### config.mk
export PLATFORM = sky130hd
export DESIGN_NAME = ps2_key_encoder
export DESIGN_NICKNAME = d
export VERILOG_FILES = /design/src/rtl/cave_input_pkg.sv /design/src/rtl/key_event_fifo.sv /design/src/rtl/ps2_key_encoder.sv
export SDC_FILE = /design/constraint.sdc
export NUM_CORES = 1
export LEC_CHECK = 0
export ABC_AREA = 1
export BUFFER_PORTS_ARGS = -buffer_cell sky130_fd_sc_hd__buf_2
export CAP_MARGIN = 20
export CORE_ASPECT_RATIO = 0.7
export CORE_MARGIN = 4
export CORE_UTILIZATION = 66
export CTS_BUF_LIST = sky130_fd_sc_hd__clkbuf_2
export DETAILED_ROUTE_END_ITERATION = 7
export PLACE_DENSITY = 0.85
export SYNTH_ARGS = -nofsm -noshare
export SYNTH_HDL_FRONTEND = slang
export SYNTH_HIERARCHICAL = 1
export SYNTH_SLANG_ARGS = --single-unit
### constraint.sdc
create_clock -name clk_sys -period 6 [get_ports clk_sys]
set_clock_uncertainty 0.15 [all_clocks]
set_input_delay 1.2 -clock clk_sys [delete_from_list [all_inputs] [get_ports clk_sys]]
set_output_delay 1.2 -clock clk_sys [all_outputs]
set_load 0.02 [all_outputs]
### src/rtl/cave_input_pkg.sv
// Shared types and scancode constants for the PS/2 key event path.
package cave_input_pkg;

  typedef struct packed {
    logic       pressed;
    logic       ext;
    logic [7:0] code;
  } key_event_t;

  typedef enum logic [2:0] {
    IDLE,
    EXT,
    BRK,
    EXT_BRK,
    SKIP
  } dec_state_t;

  localparam logic [7:0] SC_EXT         = 8'hE0;
  localparam logic [7:0] SC_BREAK       = 8'hF0;
  localparam logic [7:0] SC_PAUSE       = 8'hE1;
  localparam logic [2:0] PAUSE_SKIP_LEN = 3'd7;

  // Keyboard status/ack bytes that never describe a key.
  function automatic logic is_filler(input logic [7:0] b);
    case (b)
      8'h00, 8'hAA, 8'hEE, 8'hFA, 8'hFE, 8'hFF: return 1'b1;
      default:                                  return 1'b0;
    endcase
  endfunction

endpackage

### src/rtl/key_event_fifo.sv
// Synchronous key-event FIFO, combinational read of the head entry.
// Push is ignored when full and pop when empty; count/full/empty are registered-state views.
module key_event_fifo
  import cave_input_pkg::*;
#(
  parameter int DEPTH = 4
) (
  input  logic                         clk_sys,
  input  logic                         reset,
  input  logic                         push_vld,
  input  key_event_t                   push_dat,
  input  logic                         pop_vld,
  output key_event_t                   pop_dat,
  output logic [$clog2(DEPTH+1)-1:0]   count,
  output logic                         full,
  output logic                         empty
);
  localparam int PTR_W = $clog2(DEPTH);
  localparam int CNT_W = $clog2(DEPTH + 1);

  key_event_t       mem [DEPTH];
  logic [PTR_W-1:0] wr_ptr;
  logic [PTR_W-1:0] rd_ptr;
  logic             do_push;
  logic             do_pop;

  assign full    = (count == CNT_W'(DEPTH));
  assign empty   = (count == '0);
  assign do_push = push_vld & ~full;
  assign do_pop  = pop_vld & ~empty;
  assign pop_dat = mem[rd_ptr];

  always_ff @(posedge clk_sys) begin
    if (do_push) mem[wr_ptr] <= push_dat;
  end

  // DEPTH is a power of two, so the pointers wrap naturally.
  always_ff @(posedge clk_sys) begin
    if (reset) begin
      wr_ptr <= '0;
      rd_ptr <= '0;
      count  <= '0;
    end else begin
      if (do_push) wr_ptr <= wr_ptr + PTR_W'(1);
      if (do_pop)  rd_ptr <= rd_ptr + PTR_W'(1);
      if (do_push && !do_pop)      count <= count + CNT_W'(1);
      else if (do_pop && !do_push) count <= count - CNT_W'(1);
    end
  end

endmodule

### src/rtl/ps2_key_encoder.sv
// PS/2 set-2 scancode bytes to toggle-style ps2_key events; byte to toggle is 2 cycles minimum.
// byte_ready drops while the event FIFO is full; events completing into a full FIFO are dropped.
module ps2_key_encoder
  import cave_input_pkg::*;
#(
  parameter int FIFO_DEPTH = 4,
  parameter int GAP        = 2,
  parameter int TIMEOUT    = 65535
) (
  input  logic        clk_sys,
  input  logic        reset,
  input  logic        byte_valid,
  input  logic [7:0]  byte_data,
  output logic        byte_ready,
  output logic [10:0] ps2_key,
  output logic        overflow,
  output logic        busy
);
  localparam int CNT_W = $clog2(FIFO_DEPTH + 1);
  localparam int TO_W  = $clog2(TIMEOUT + 1);
  localparam int GAP_W = $clog2(GAP + 1);

  dec_state_t       state_q, state_d;
  logic [2:0]       skip_q, skip_d;
  logic [TO_W-1:0]  to_q, to_d;
  logic             ev_vld_q, ev_vld_d;
  key_event_t       ev_dat_q, ev_dat_d;
  logic [GAP_W-1:0] gap_q;
  logic             byte_acc;
  logic             pop_vld;
  key_event_t       pop_dat;
  logic [CNT_W-1:0] fifo_count;
  logic             fifo_full;
  logic             fifo_empty;

  assign byte_ready = ~reset & (fifo_count != CNT_W'(FIFO_DEPTH));
  assign byte_acc   = byte_valid & byte_ready;
  assign busy       = (state_q != IDLE) | ~fifo_empty;
  // The gap counter's last cycle is also the next pop cycle, so toggles land exactly GAP apart.
  assign pop_vld    = ~fifo_empty & (gap_q <= GAP_W'(1));

  always_comb begin
    state_d  = state_q;
    skip_d   = skip_q;
    to_d     = to_q;
    ev_vld_d = 1'b0;
    ev_dat_d = '{pressed: 1'b1, ext: 1'b0, code: byte_data};
    if (byte_acc) begin
      to_d = '0;
      case (state_q)
        IDLE: begin
          if (byte_data == SC_EXT) state_d = EXT;
          else if (byte_data == SC_BREAK) state_d = BRK;
          else if (byte_data == SC_PAUSE) begin
            state_d = SKIP;
            skip_d  = PAUSE_SKIP_LEN;
          end else if (!is_filler(byte_data)) ev_vld_d = 1'b1;
        end
        EXT: begin
          if (byte_data == SC_BREAK) state_d = EXT_BRK;
          else if (byte_data != SC_EXT) begin
            ev_vld_d     = 1'b1;
            ev_dat_d.ext = 1'b1;
            state_d      = IDLE;
          end
        end
        BRK: begin
          ev_vld_d         = 1'b1;
          ev_dat_d.pressed = 1'b0;
          state_d          = IDLE;
        end
        EXT_BRK: begin
          ev_vld_d         = 1'b1;
          ev_dat_d.pressed = 1'b0;
          ev_dat_d.ext     = 1'b1;
          state_d          = IDLE;
        end
        SKIP: begin
          if (skip_q <= 3'd1) begin
            state_d = IDLE;
            skip_d  = '0;
          end else skip_d = skip_q - 3'd1;
        end
        default: state_d = IDLE;
      endcase
    end else if (state_q != IDLE) begin
      if (to_q == TO_W'(TIMEOUT - 1)) begin
        state_d = IDLE;
        skip_d  = '0;
        to_d    = '0;
      end else to_d = to_q + TO_W'(1);
    end
  end

  always_ff @(posedge clk_sys) begin
    if (reset) begin
      state_q  <= IDLE;
      skip_q   <= '0;
      to_q     <= '0;
      ev_vld_q <= 1'b0;
      ev_dat_q <= '0;
      gap_q    <= '0;
      ps2_key  <= '0;
      overflow <= 1'b0;
    end else begin
      state_q  <= state_d;
      skip_q   <= skip_d;
      to_q     <= to_d;
      ev_vld_q <= ev_vld_d;
      ev_dat_q <= ev_dat_d;
      if (pop_vld) begin
        ps2_key <= {~ps2_key[10], pop_dat};
        gap_q   <= GAP_W'(GAP);
      end else if (gap_q != '0) begin
        gap_q <= gap_q - GAP_W'(1);
      end
      if (ev_vld_q && fifo_full) overflow <= 1'b1;
    end
  end

  key_event_fifo #(.DEPTH(FIFO_DEPTH)) u_fifo (
    .clk_sys  (clk_sys),
    .reset    (reset),
    .push_vld (ev_vld_q & ~fifo_full),
    .push_dat (ev_dat_q),
    .pop_vld  (pop_vld),
    .pop_dat  (pop_dat),
    .count    (fifo_count),
    .full     (fifo_full),
    .empty    (fifo_empty)
  );

endmodule
==> results.yml <==
status:
  status: "complete, no violations"
cts:
  cts_hold_buf: 0
  cts_buffer_depth: 2
  cts_buffers: 9
  cts_num_sinks: 96
  h-tree-depth: 3
  cts_resized: 0
  post-cts-setup-buffers: 0
  clkSlewWorstSetupHoldPaths_ns: 0.23
  cts-root-buf: "clkbuf_2"
  clk_latency_ns: 0.53
  cts_tree: "done"
setup_path:
  end_kind: "primary output"
  cp.required_ns: 4.65
  worstPathMaxFanout: 17
  arrival_ns: 1.98
  critical_path_class: "input port to primary output"
  startpoint_type: "input port"
routing:
  ant_nets: 0
  via_per_inst: 5.552
  firstDrtPassIters: 5
  drc: 0
  wl_per_cell_um: 14.20
  wirelength_mm: 8.404
  vias: 3287
  drt_iter0_markers: 264
final_layout:
  layout.nets: 530
  fin_util: 0.7324
  area_growth_pct: 6.995
  fillers: 436
  antennaDiodeCount: 0
  final_layout_size_suffix_gt1_frac: 0.1440
  multiInputGateArea_mm2: 0.001633
  seqCellArea_mm2: 0.002322
die:
  dieArea_mm2: 0.007850
  initial_core_util: 0.6845
  die_h_um: 75.34
  chipWidth_um: 104.2
  core_area_mm2: 0.006246
  io_pins: 25
  rows: 24
timing:
  slew_viol_final: 0
  holdWs_ns: 0.2792
  fmax_ghz: 0.3005
  rsz0062_at_grt: "false"
  worst_pin_slew_ns: 0.9509
  final.setup.tns_ns: 0
  hold_violations: 0
  setup_viol: 0
  period_minus_slack_ns: 3.328
  period_share: 0.5547
  slew_headroom: 0.3637
synthesis:
  synth_cells: 484
  synth_edf_count: 40
  ys_ff_latch: 96
  yosysSeqAreaShare: 0.5432
  synth_largest_area_cell: "edfxtp_1"
  avgSynthCellArea_um2: 8.833
  syn_area_mm2: 0.004275
  yosysUniqueCellTypes: 41
  yosys-top-cells-count: "96 x nor2_1, 66 x nand2_1, 56 x dfxtp_1, 51 x inv_1, 40 x edfxtp_1"
  syn_nets: 505
  yosys_warnings: 6
  yosysTopAreaCellShare: 0.2809
  synth_area_leaders: "edfxtp_1 28%, dfxtp_1 26%, nor2_1 8.4%, nand2_1 5.8%, inv_1 4.5%"
  async_flop_share: 0
  synth_most_common_cell: "nor2_1"
  ys.flop_type: "dfxtp_1"
place:
  portBuffers: 24
  place.gp.congestion: 0.8774
  hpwlAfterDp_mm: 6.115
power:
  ir_worst_vdd_uv: 207.1
  p_leak_nw: 1.937
  powerDensity_mw_per_mm2: 383.8
  finalPower_mw: 1.756
global_route:
  overflow: 0
  grt_antenna_before_repair: 0
  grtUsageTotal: 0.2303
  grt_max_degree: 22
  grt_pass1_wl_mm: 14.10
  grt_pass1_vias: 2966
run:
  maxCapViolCount: 0
hold_path:
  hold_class: "flip-flop to flip-flop"
==> area by class of cell <==
cell class	count	area share
repair buffers	24	0.02626
clock buffers	12	0.01313
clock inverters	4	0.02051
well taps	78	0.02133
multi-input cells	314	0.3569
flip-flops and latches	96	0.5077
inverters	64	0.05416
==> routing by layer <==
layer / up-vias / track usage / share of wire
met1: 1498 / 0.3165 / 0.48
li1: 1650 / - / -
met5: - / 0 / 0
met3: 12 / 0.06943 / 0.080
met4: 0 / 0.05752 / 0.013
met2: 127 / 0.3672 / 0.43
==> final timing paths <==
kind                                 startpoint  slack, ns  cells after the start         endpoint
worst min-delay path                   gap_q[0]       0.28                      1         gap_q[0]
worst min register to register         gap_q[0]       0.28                      1         gap_q[0]
worst max-delay path                      reset       2.67                      5       byte_ready
worst max register to register  u_fifo/count[0]       3.23                     10  u_fifo/count[1]
==> placed cells by master, fill, tap and decap left out, types with 2 or more instances in the layout <==
| master | instances |
|---|---|
| nor2_1 | 96 |
| nand2_1 | 66 |
| dfxtp_1 | 56 |
| inv_1 | 51 |
| edfxtp_1 | 40 |
| a21oi_1 | 26 |
| o21ai_1 | 25 |
| buf_2 | 24 |
| nand3_1 | 22 |
| o21ai_0 | 17 |
| clkbuf_2 | 12 |
| o22ai_1 | 11 |
| inv_2 | 10 |
| ha_1 | 9 |
| nand2_4 | 5 |
| nand4_1 | 5 |
| nor2_4 | 3 |
| inv_4 | 3 |
| nor3_1 | 3 |
| nor2_2 | 3 |
| bufinv_16 | 3 |
| nand3_2 | 2 |
| o21a_1 | 2 |
| xnor2_1 | 2 |
| nand3_4 | 2 |
==> sequential cells by signal, indices dropped and copies added (netlist names), named ones only <==
register,flops
to_q,16
u_fifo/mem,40
overflow,1
ps2_key,11
ev_dat_q,10
state_q,3
gap_q,2
u_fifo/wr_ptr,2
ev_vld_q,1
skip_q,3
u_fifo/count,3
u_fifo/rd_ptr,2
==> where the power goes <==
group,total [mW],internal [mW],switching [mW],leakage [nW]
clock network,0.374,0.184,0.190,0.0938
registers,0.847,0.769,0.0785,0.831
logic,0.534,0.167,0.367,1.01
total,1.76,1.12,0.635,1.94
==> through the flow <==
step / instance area (µm²) / cells / setup slack, ns
3_3_place_gp: 4420 / 576 / 2.703
5_1_grt: 4574 / 592 / 2.615
2_1_floorplan: 4275 / 484 / 3.072
4_1_cts: 4574 / 592 / 2.688
3_5_place_dp: 4420 / 576 / 2.686
6_report: 4574 / 592 / 2.672
==> critical path, stage by stage <==
cell and delay, ns:
buf_2 0.31, inv_4 0.16, nand2_4 0.11, inv_1 0.04, buf_2 0.15
==> cells by family after synthesis <==
kind of cell             after synthesis  synth area share
AO/OA/AOI/OAI                         88            0.1121
flip-flops                            96            0.5432
XOR/XNOR                               3          0.006147
buffers and inverters                 74           0.07492
adder cells (fa/ha/maj)               10           0.03102
AND/OR/NAND/NOR                      213            0.2327
Power figures use the tool's default switching activity.
